[config.mk]
export PLATFORM = sky130hd
export DESIGN_NAME = write_back_unit_flat
export DESIGN_NICKNAME = d
export VERILOG_FILES = /design/src/rtl/write_back_unit_pkg.sv /design/src/rtl/write_back_unit_if.sv /design/src/rtl/write_back_unit_load_extend.sv /design/src/rtl/write_back_unit.sv /design/src/flat_wrapper.sv
export SDC_FILE = /design/constraint.sdc
export NUM_CORES = 1
export LEC_CHECK = 0
export BUFFER_PORTS_ARGS = -buffer_cell sky130_fd_sc_hd__buf_2
export CAP_MARGIN = 40
export CORE_AREA = 2 2 99 82
export CTS_CLUSTER_SIZE = 25
export DETAILED_ROUTE_END_ITERATION = 10
export DIE_AREA = 0 0 101 84
export PLACE_DENSITY = 0.86
export SETUP_SLACK_MARGIN = 0.3
export SLEW_MARGIN = 0
export SYNTH_ARGS = -nofsm -noshare
export SYNTH_HDL_FRONTEND = slang
export SYNTH_HIERARCHICAL = 1
export SYNTH_SLANG_ARGS = --single-unit
[constraint.sdc]
create_clock -name clk -period 3.66 [get_ports clk]
set_clock_uncertainty 0.2 [all_clocks]
set_input_delay 0.183 -clock clk [delete_from_list [all_inputs] [get_ports clk]]
set_output_delay 0.183 -clock clk [all_outputs]
set_load 0.03 [all_outputs]
[src/rtl/write_back_unit_pkg.sv]
// Shared constants for the write-back stage: opcodes, load funct3 widths, FSM states.
package write_back_unit_pkg;

    localparam int XLEN_DEFAULT = 32;

    localparam logic [6:0] OPC_LOAD   = 7'b0000011;
    localparam logic [6:0] OPC_STORE  = 7'b0100011;
    localparam logic [6:0] OPC_BRANCH = 7'b1100011;
    localparam logic [6:0] OPC_JAL    = 7'b1101111;
    localparam logic [6:0] OPC_JALR   = 7'b1100111;
    localparam logic [6:0] OPC_LUI    = 7'b0110111;
    localparam logic [6:0] OPC_AUIPC  = 7'b0010111;
    localparam logic [6:0] OPC_OP     = 7'b0110011;
    localparam logic [6:0] OPC_OP_IMM = 7'b0010011;
    localparam logic [6:0] OPC_SYSTEM = 7'b1110011;

    localparam logic [2:0] F3_LB  = 3'b000;
    localparam logic [2:0] F3_LH  = 3'b001;
    localparam logic [2:0] F3_LW  = 3'b010;
    localparam logic [2:0] F3_LD  = 3'b011;
    localparam logic [2:0] F3_LBU = 3'b100;
    localparam logic [2:0] F3_LHU = 3'b101;
    localparam logic [2:0] F3_LWU = 3'b110;

    typedef enum logic [1:0] {
        IDLE      = 2'd0,
        WAIT_LOAD = 2'd1,
        DRAIN     = 2'd2
    } wb_state_t;

endpackage

[src/rtl/write_back_unit_if.sv]
// Memory-stage input, data-memory response and register-file write port bundle.
interface write_back_unit_if #(
    parameter int XLEN       = 32,
    parameter int REG_ADDR_W = 5
);
    logic                  in_valid;
    logic                  in_ready;
    logic [31:0]           instruction_in;
    logic [XLEN-1:0]       alu_in;
    logic [XLEN-1:0]       link_in;
    logic                  mem_rsp_valid;
    logic [XLEN-1:0]       mem_rdata;
    logic                  rf_we;
    logic [REG_ADDR_W-1:0] rf_waddr;
    logic [XLEN-1:0]       rf_wdata;

    modport master (
        output in_valid, instruction_in, alu_in, link_in, mem_rsp_valid, mem_rdata,
        input  in_ready, rf_we, rf_waddr, rf_wdata
    );

    modport slave (
        input  in_valid, instruction_in, alu_in, link_in, mem_rsp_valid, mem_rdata,
        output in_ready, rf_we, rf_waddr, rf_wdata
    );
endinterface

[src/rtl/write_back_unit_load_extend.sv]
// Load data alignment and sign/zero extension; purely combinational, no backpressure.
module write_back_unit_load_extend
    import write_back_unit_pkg::*;
#(
    parameter int XLEN  = XLEN_DEFAULT,
    parameter int OFF_W = $clog2(XLEN/8)
) (
    input  logic [2:0]       funct3,
    input  logic [OFF_W-1:0] offset,
    input  logic [XLEN-1:0]  raw,
    output logic [XLEN-1:0]  result
);
    logic [OFF_W-1:0] half_off;
    logic [OFF_W-1:0] word_off;
    logic [7:0]       b;
    logic [15:0]      h;
    logic [31:0]      w;

    // Halfword and word accesses ignore the low offset bits below their natural alignment.
    assign half_off = offset & ~OFF_W'(1);
    assign word_off = offset & ~OFF_W'(3);
    assign b = raw[{offset,   3'b000} +: 8];
    assign h = raw[{half_off, 3'b000} +: 16];
    assign w = raw[{word_off, 3'b000} +: 32];

    always_comb begin
        result = raw;
        case (funct3)
            F3_LB:  result = XLEN'($signed(b));
            F3_LBU: result = XLEN'(b);
            F3_LH:  result = XLEN'($signed(h));
            F3_LHU: result = XLEN'(h);
            F3_LW:  result = XLEN'($signed(w));
            F3_LWU: result = (XLEN == 64) ? XLEN'(w) : raw;
            default: result = raw;
        endcase
    end
endmodule

[src/rtl/write_back_unit.sv]
// Write-back stage: result select, load wait/extend, registered 1-cycle rf write; in_ready low outside IDLE or on halt.
// Latency 1 cycle after acceptance (non-load) or after mem_rsp_valid (load). Optional WB_RETIRE_CNT_EN adds retire_cnt.
module write_back_unit
    import write_back_unit_pkg::*;
#(
    parameter int XLEN       = XLEN_DEFAULT,
    parameter int REG_ADDR_W = 5
) (
    input  logic clk,
    input  logic rst_n,
    input  logic halt,
    input  logic flush,
    write_back_unit_if.slave bus
`ifdef WB_RETIRE_CNT_EN
    ,
    output logic [63:0] retire_cnt
`endif
);
    localparam int OFF_W = $clog2(XLEN/8);

    wb_state_t             state;
    logic                  we_q;
    logic [REG_ADDR_W-1:0] waddr_q;
    logic [XLEN-1:0]       wdata_q;
    logic [REG_ADDR_W-1:0] cap_rd;
    logic [2:0]            cap_f3;
    logic [OFF_W-1:0]      cap_off;

    logic [6:0]            opcode;
    logic [REG_ADDR_W-1:0] rd;
    logic [2:0]            funct3;
    logic                  accept;
    logic                  is_load;
    logic                  writes;
    logic [XLEN-1:0]       sel_data;
    logic [XLEN-1:0]       ext_data;
    logic                  unused_instr;

    assign opcode       = bus.instruction_in[6:0];
    assign rd           = REG_ADDR_W'(bus.instruction_in[11:7]);
    assign funct3       = bus.instruction_in[14:12];
    assign unused_instr = &{1'b0, bus.instruction_in[31:15]};

    assign bus.in_ready = (state == IDLE) && !halt && rst_n;
    assign accept       = bus.in_valid && bus.in_ready && !flush;

    assign bus.rf_we    = we_q;
    assign bus.rf_waddr = waddr_q;
    assign bus.rf_wdata = wdata_q;

    always_comb begin
        is_load  = 1'b0;
        writes   = 1'b0;
        sel_data = bus.alu_in;
        case (opcode)
            OPC_OP, OPC_OP_IMM, OPC_LUI, OPC_AUIPC: writes = 1'b1;
            OPC_JAL, OPC_JALR: begin
                writes   = 1'b1;
                sel_data = bus.link_in;
            end
            OPC_LOAD: is_load = 1'b1;
            default: ;
        endcase
    end

    write_back_unit_load_extend #(
        .XLEN  (XLEN),
        .OFF_W (OFF_W)
    ) u_load_extend (
        .funct3 (cap_f3),
        .offset (cap_off),
        .raw    (bus.mem_rdata),
        .result (ext_data)
    );

    always_ff @(posedge clk or negedge rst_n) begin
        if (!rst_n) begin
            state   <= IDLE;
            we_q    <= 1'b0;
            waddr_q <= '0;
            wdata_q <= '0;
            cap_rd  <= '0;
            cap_f3  <= '0;
            cap_off <= '0;
        end else begin
            we_q <= 1'b0;
            case (state)
                IDLE: begin
                    if (accept) begin
                        if (is_load) begin
                            cap_rd  <= rd;
                            cap_f3  <= funct3;
                            cap_off <= bus.alu_in[OFF_W-1:0];
                            state   <= WAIT_LOAD;
                        end else if (writes && rd != '0) begin
                            we_q    <= 1'b1;
                            waddr_q <= rd;
                            wdata_q <= sel_data;
                        end
                    end
                end
                WAIT_LOAD: begin
                    if (bus.mem_rsp_valid && !flush) begin
                        we_q    <= (cap_rd != '0);
                        waddr_q <= cap_rd;
                        wdata_q <= ext_data;
                        state   <= IDLE;
                    end else if (flush) begin
                        // A flush coinciding with the response consumes it; otherwise wait it out.
                        state <= bus.mem_rsp_valid ? IDLE : DRAIN;
                    end
                end
                DRAIN: begin
                    if (bus.mem_rsp_valid) state <= IDLE;
                end
                default: state <= IDLE;
            endcase
        end
    end

`ifdef WB_RETIRE_CNT_EN
    logic retire_evt;
    assign retire_evt = (state == IDLE && accept && !is_load) ||
                        (state == WAIT_LOAD && bus.mem_rsp_valid && !flush);

    always_ff @(posedge clk or negedge rst_n) begin
        if (!rst_n)          retire_cnt <= '0;
        else if (retire_evt) retire_cnt <= retire_cnt + 64'd1;
    end
`endif
endmodule

[src/flat_wrapper.sv]
// flat-port wrapper written by rule: the top's interface ports become plain ports
module write_back_unit_flat import write_back_unit_pkg::*;
#(
    parameter int XLEN       = XLEN_DEFAULT,
    parameter int REG_ADDR_W = 5
)
  (clk, rst_n, halt, flush, bus_in_valid, bus_instruction_in, bus_alu_in, bus_link_in, bus_mem_rsp_valid, bus_mem_rdata, bus_in_ready, bus_rf_we, bus_rf_waddr, bus_rf_wdata);
  write_back_unit_if #(.XLEN(XLEN), .REG_ADDR_W(REG_ADDR_W)) bus_i ();
  input  logic clk;
  input  logic rst_n;
  input  logic halt;
  input  logic flush;
  input wire logic [$bits(bus_i.in_valid)-1:0] bus_in_valid;
  input wire logic [$bits(bus_i.instruction_in)-1:0] bus_instruction_in;
  input wire logic [$bits(bus_i.alu_in)-1:0] bus_alu_in;
  input wire logic [$bits(bus_i.link_in)-1:0] bus_link_in;
  input wire logic [$bits(bus_i.mem_rsp_valid)-1:0] bus_mem_rsp_valid;
  input wire logic [$bits(bus_i.mem_rdata)-1:0] bus_mem_rdata;
  output wire logic [$bits(bus_i.in_ready)-1:0] bus_in_ready;
  output wire logic [$bits(bus_i.rf_we)-1:0] bus_rf_we;
  output wire logic [$bits(bus_i.rf_waddr)-1:0] bus_rf_waddr;
  output wire logic [$bits(bus_i.rf_wdata)-1:0] bus_rf_wdata;
  assign bus_i.in_valid = bus_in_valid;
  assign bus_i.instruction_in = bus_instruction_in;
  assign bus_i.alu_in = bus_alu_in;
  assign bus_i.link_in = bus_link_in;
  assign bus_i.mem_rsp_valid = bus_mem_rsp_valid;
  assign bus_i.mem_rdata = bus_mem_rdata;
  assign bus_in_ready = bus_i.in_ready;
  assign bus_rf_we = bus_i.rf_we;
  assign bus_rf_waddr = bus_i.rf_waddr;
  assign bus_rf_wdata = bus_i.rf_wdata;
  write_back_unit #(.XLEN(XLEN), .REG_ADDR_W(REG_ADDR_W)) u_core (.clk(clk), .rst_n(rst_n), .halt(halt), .flush(flush), .bus(bus_i));
endmodule
==> impl_metrics.toml <==
[drt]
vias = 3552
wl_um = 10800
first_pass_iters = 5
drtIter0Drc = 255
ant_nets = 0
wl_per_cell_um = 17.2
routed_via_density = 5.65
drc = 0

[clock_tree]
root_buffer = "clkbuf_8"
h-tree-depth = 2
cts.repair.resized = 0
clockBufferDepth = 2
cts_tree = "yes"
cts_buffers = 5
clock-sinks = 50
hold_buffers = 14
path_clk_slew_ns = 0.11
post_cts_buffers = 0
clk_latency_ns = 0.30

[global_routing]
overflow = 0
grt_pass1_vias = 3435
globalRouteTotalUtil_pct = 25.2
grt_max_degree = 69
antenna_found_initial = 1
grt_pass1_wl_um = 16900

[setup_path]
crit_path_end_kind = "flop"
max_stage_delay_ns = 0.90
cp_cell_sequence = "mux2_2, nand3_1, o211ai_1, nand2_1, o21ai_0, mux2_4"
slowest_stage = "dfrtp_1"
r2r_start = "u_core/cap_off[1]"
critPathArrivalTime_ns = 2.79
criticalPathCategory = "flop to flop"
worstPathRequired_ns = 3.65
critPathMaxFanout = 24
critPathLaunchType = "flop"
crit_path_start = "u_core/cap_off[1]"

[timing]
fin_setup_tns_ns = 0
slew_violations = 0
clock.fmax_mhz = 358
slew-limit-headroom_pct = 43.8
final-hold-violation-count = 0
setup_ws_ns = 0.865
setup_viol = 0
fin_crit_ns = 2.79
worst_pin_slew_ns = 0.844
rsz0062_at_grt = "false"
min_period_over_period_pct = 76.4

[finish]
areaGrowthSynthToFinish_pct = 28.8
final_util_pct = 62.3
seq_area_um2 = 1250
nFillCells = 652
layout.nets = 669
final_common_cell = "buf_2"
drive_gt1_share_pct = 43.1
multiInputGateArea_um2 = 2270
final_cell_mix = "buf_2, nand2_1, dfrtp_1, mux2i_1, o21ai_0"
n_antenna_cell = 0

[power_and_ir_drop]
power_leakage_nw = 2.65
power.density_nw_per_um2 = 321
ir_drop_mv = 0.178

[floorplan]
rows = 29
dieArea_um2 = 8480
io_pins = 173
coreArea_um2 = 7620
initial_core_util_pct = 48.4
die_h_um = 84
die_x_um = 101

[placed_design]
routabilityCongestion = 0.880
hpwlAfterDp_um = 7970
place_ws_ns = 0.903
portBuffers = 155

[flow_run]
drv_cap = 0

[yosys]
ys_ff_latch = 50
synthCells = 383
syn_area_um2 = 3690
synth_top_cell_by_area = "dfrtp_1"
synth-edff-count = 0
ys.flop_type = "dfrtp_1"
ys_seq_area_share_pct = 33.9
synthArstFlopShare_pct = 100
ys_types = 43
synth.yosys.warnings = 6
syn-num-nets = 517
synth_top_area_share_pct = 33.9
synth_area_leaders = "dfrtp_1, mux2_4, mux2i_1, nand2_1, mux2_2"
synth_area_per_cell_um2 = 9.63

[min_path]
worstHoldStart = "bus_link_in[18]"
hp-class = "primary input to flop"

[run_status]
status = "completed"
[flip-flops by register name, indices dropped and copies added, names as in the netlist]
name                 count
u_core/bus.rf_we         1
u_core/bus.rf_waddr      5
u_core/cap_f3            3
u_core/state             2
u_core/cap_rd            5
u_core/cap_off           2
u_core/bus.rf_wdata     32
[Yosys cell counts, types with 2 or more instances]
| library cell | number |
|---|---|
| mux2_4 | 31 |
| nor2b_1 | 11 |
| dfrtp_1 | 50 |
| buf_6 | 5 |
| clkbuf_1 | 14 |
| a21oi_1 | 6 |
| o31ai_1 | 2 |
| buf_2 | 9 |
| o211ai_1 | 20 |
| nand2_1 | 77 |
| nor2_1 | 8 |
| nor3_1 | 2 |
| or2_2 | 2 |
| mux2_2 | 21 |
| mux2i_1 | 40 |
| o21ai_0 | 38 |
| o221ai_1 | 5 |
| a22oi_1 | 2 |
| nand3_1 | 8 |
| a21o_1 | 5 |
| nand2b_1 | 3 |
| inv_1 | 3 |
[final timing paths]
kind                       slack [ns]                       to  depth (start not counted)
setup / recovery                 0.87  u_core/bus.rf_wdata[31]                          6
hold / removal                   0.08  u_core/bus.rf_wdata[18]                          4
setup reg to reg                 0.87  u_core/bus.rf_wdata[31]                          6
hold reg to reg                  0.31   u_core/bus.rf_wdata[3]                          1
max in group asynchronous        2.46  u_core/bus.rf_wdata[10]                          3
min in group asynchronous        0.36  u_core/bus.rf_wdata[25]                          3
[routing by layer]
| layer | wire length, um | GRT usage (%) | vias up | part of all wire [%] |
|---|---|---|---|---|
| li1 | - | - | 1676 | - |
| met1 | 4850 | 33.7 | 1673 | 45 |
| met2 | 5000 | 41.4 | 182 | 46 |
| met3 | 820 | 4.94 | 19 | 7.6 |
| met4 | 155 | 6.88 | 2 | 1.4 |
| met5 | 11 | 0 | - | 0.10 |
[power by group]
group	switching [W]	leakage (nW)	internal [W]
Clock	0.000194	0.0714	0.000292
Combinational	0.000223	1.90	0.000185
Sequential	0.0000307	0.676	0.000602
[worst max-delay path: cells and delay by family, from the launching register on]
family,cells,cell delay (ns)
muxes,2,0.72
and+or+nand+nor,2,0.54
DFF,1,0.90
AOI/OAI and AO/OA,2,0.32
[metrics by stage]
stage               area [um^2]  std cells  total power (W)  hold WS, ns
floorplan                  3690        383         0.000879       -0.313
global placement           4470        607          0.00103        0.173
detailed placement         4470        607          0.00104        0.173
CTS                        4750        629          0.00154       0.0796
global route               4750        629          0.00160       0.0975
finish                     4750        629          0.00153       0.0819
[cell type report]
type	instances	share of cell area, %
sequential	50	26.3
multi-input combinational	300	47.7
tap	93	2.45
clock buffer	6	1.74
clock inverter	2	1.26
timing repair buffer	175	20.2
inverter	3	0.237
[cells by family after synthesis]
group / after synthesis / synth area share [%]
flip-flops: 50 / 33.9
AO/OA/AOI/OAI: 85 / 15.8
multiplexers: 92 / 29.9
buffers and inverters: 33 / 4.78
AND/OR/NAND/NOR: 123 / 15.5
(Power assumes the default switching activity.)
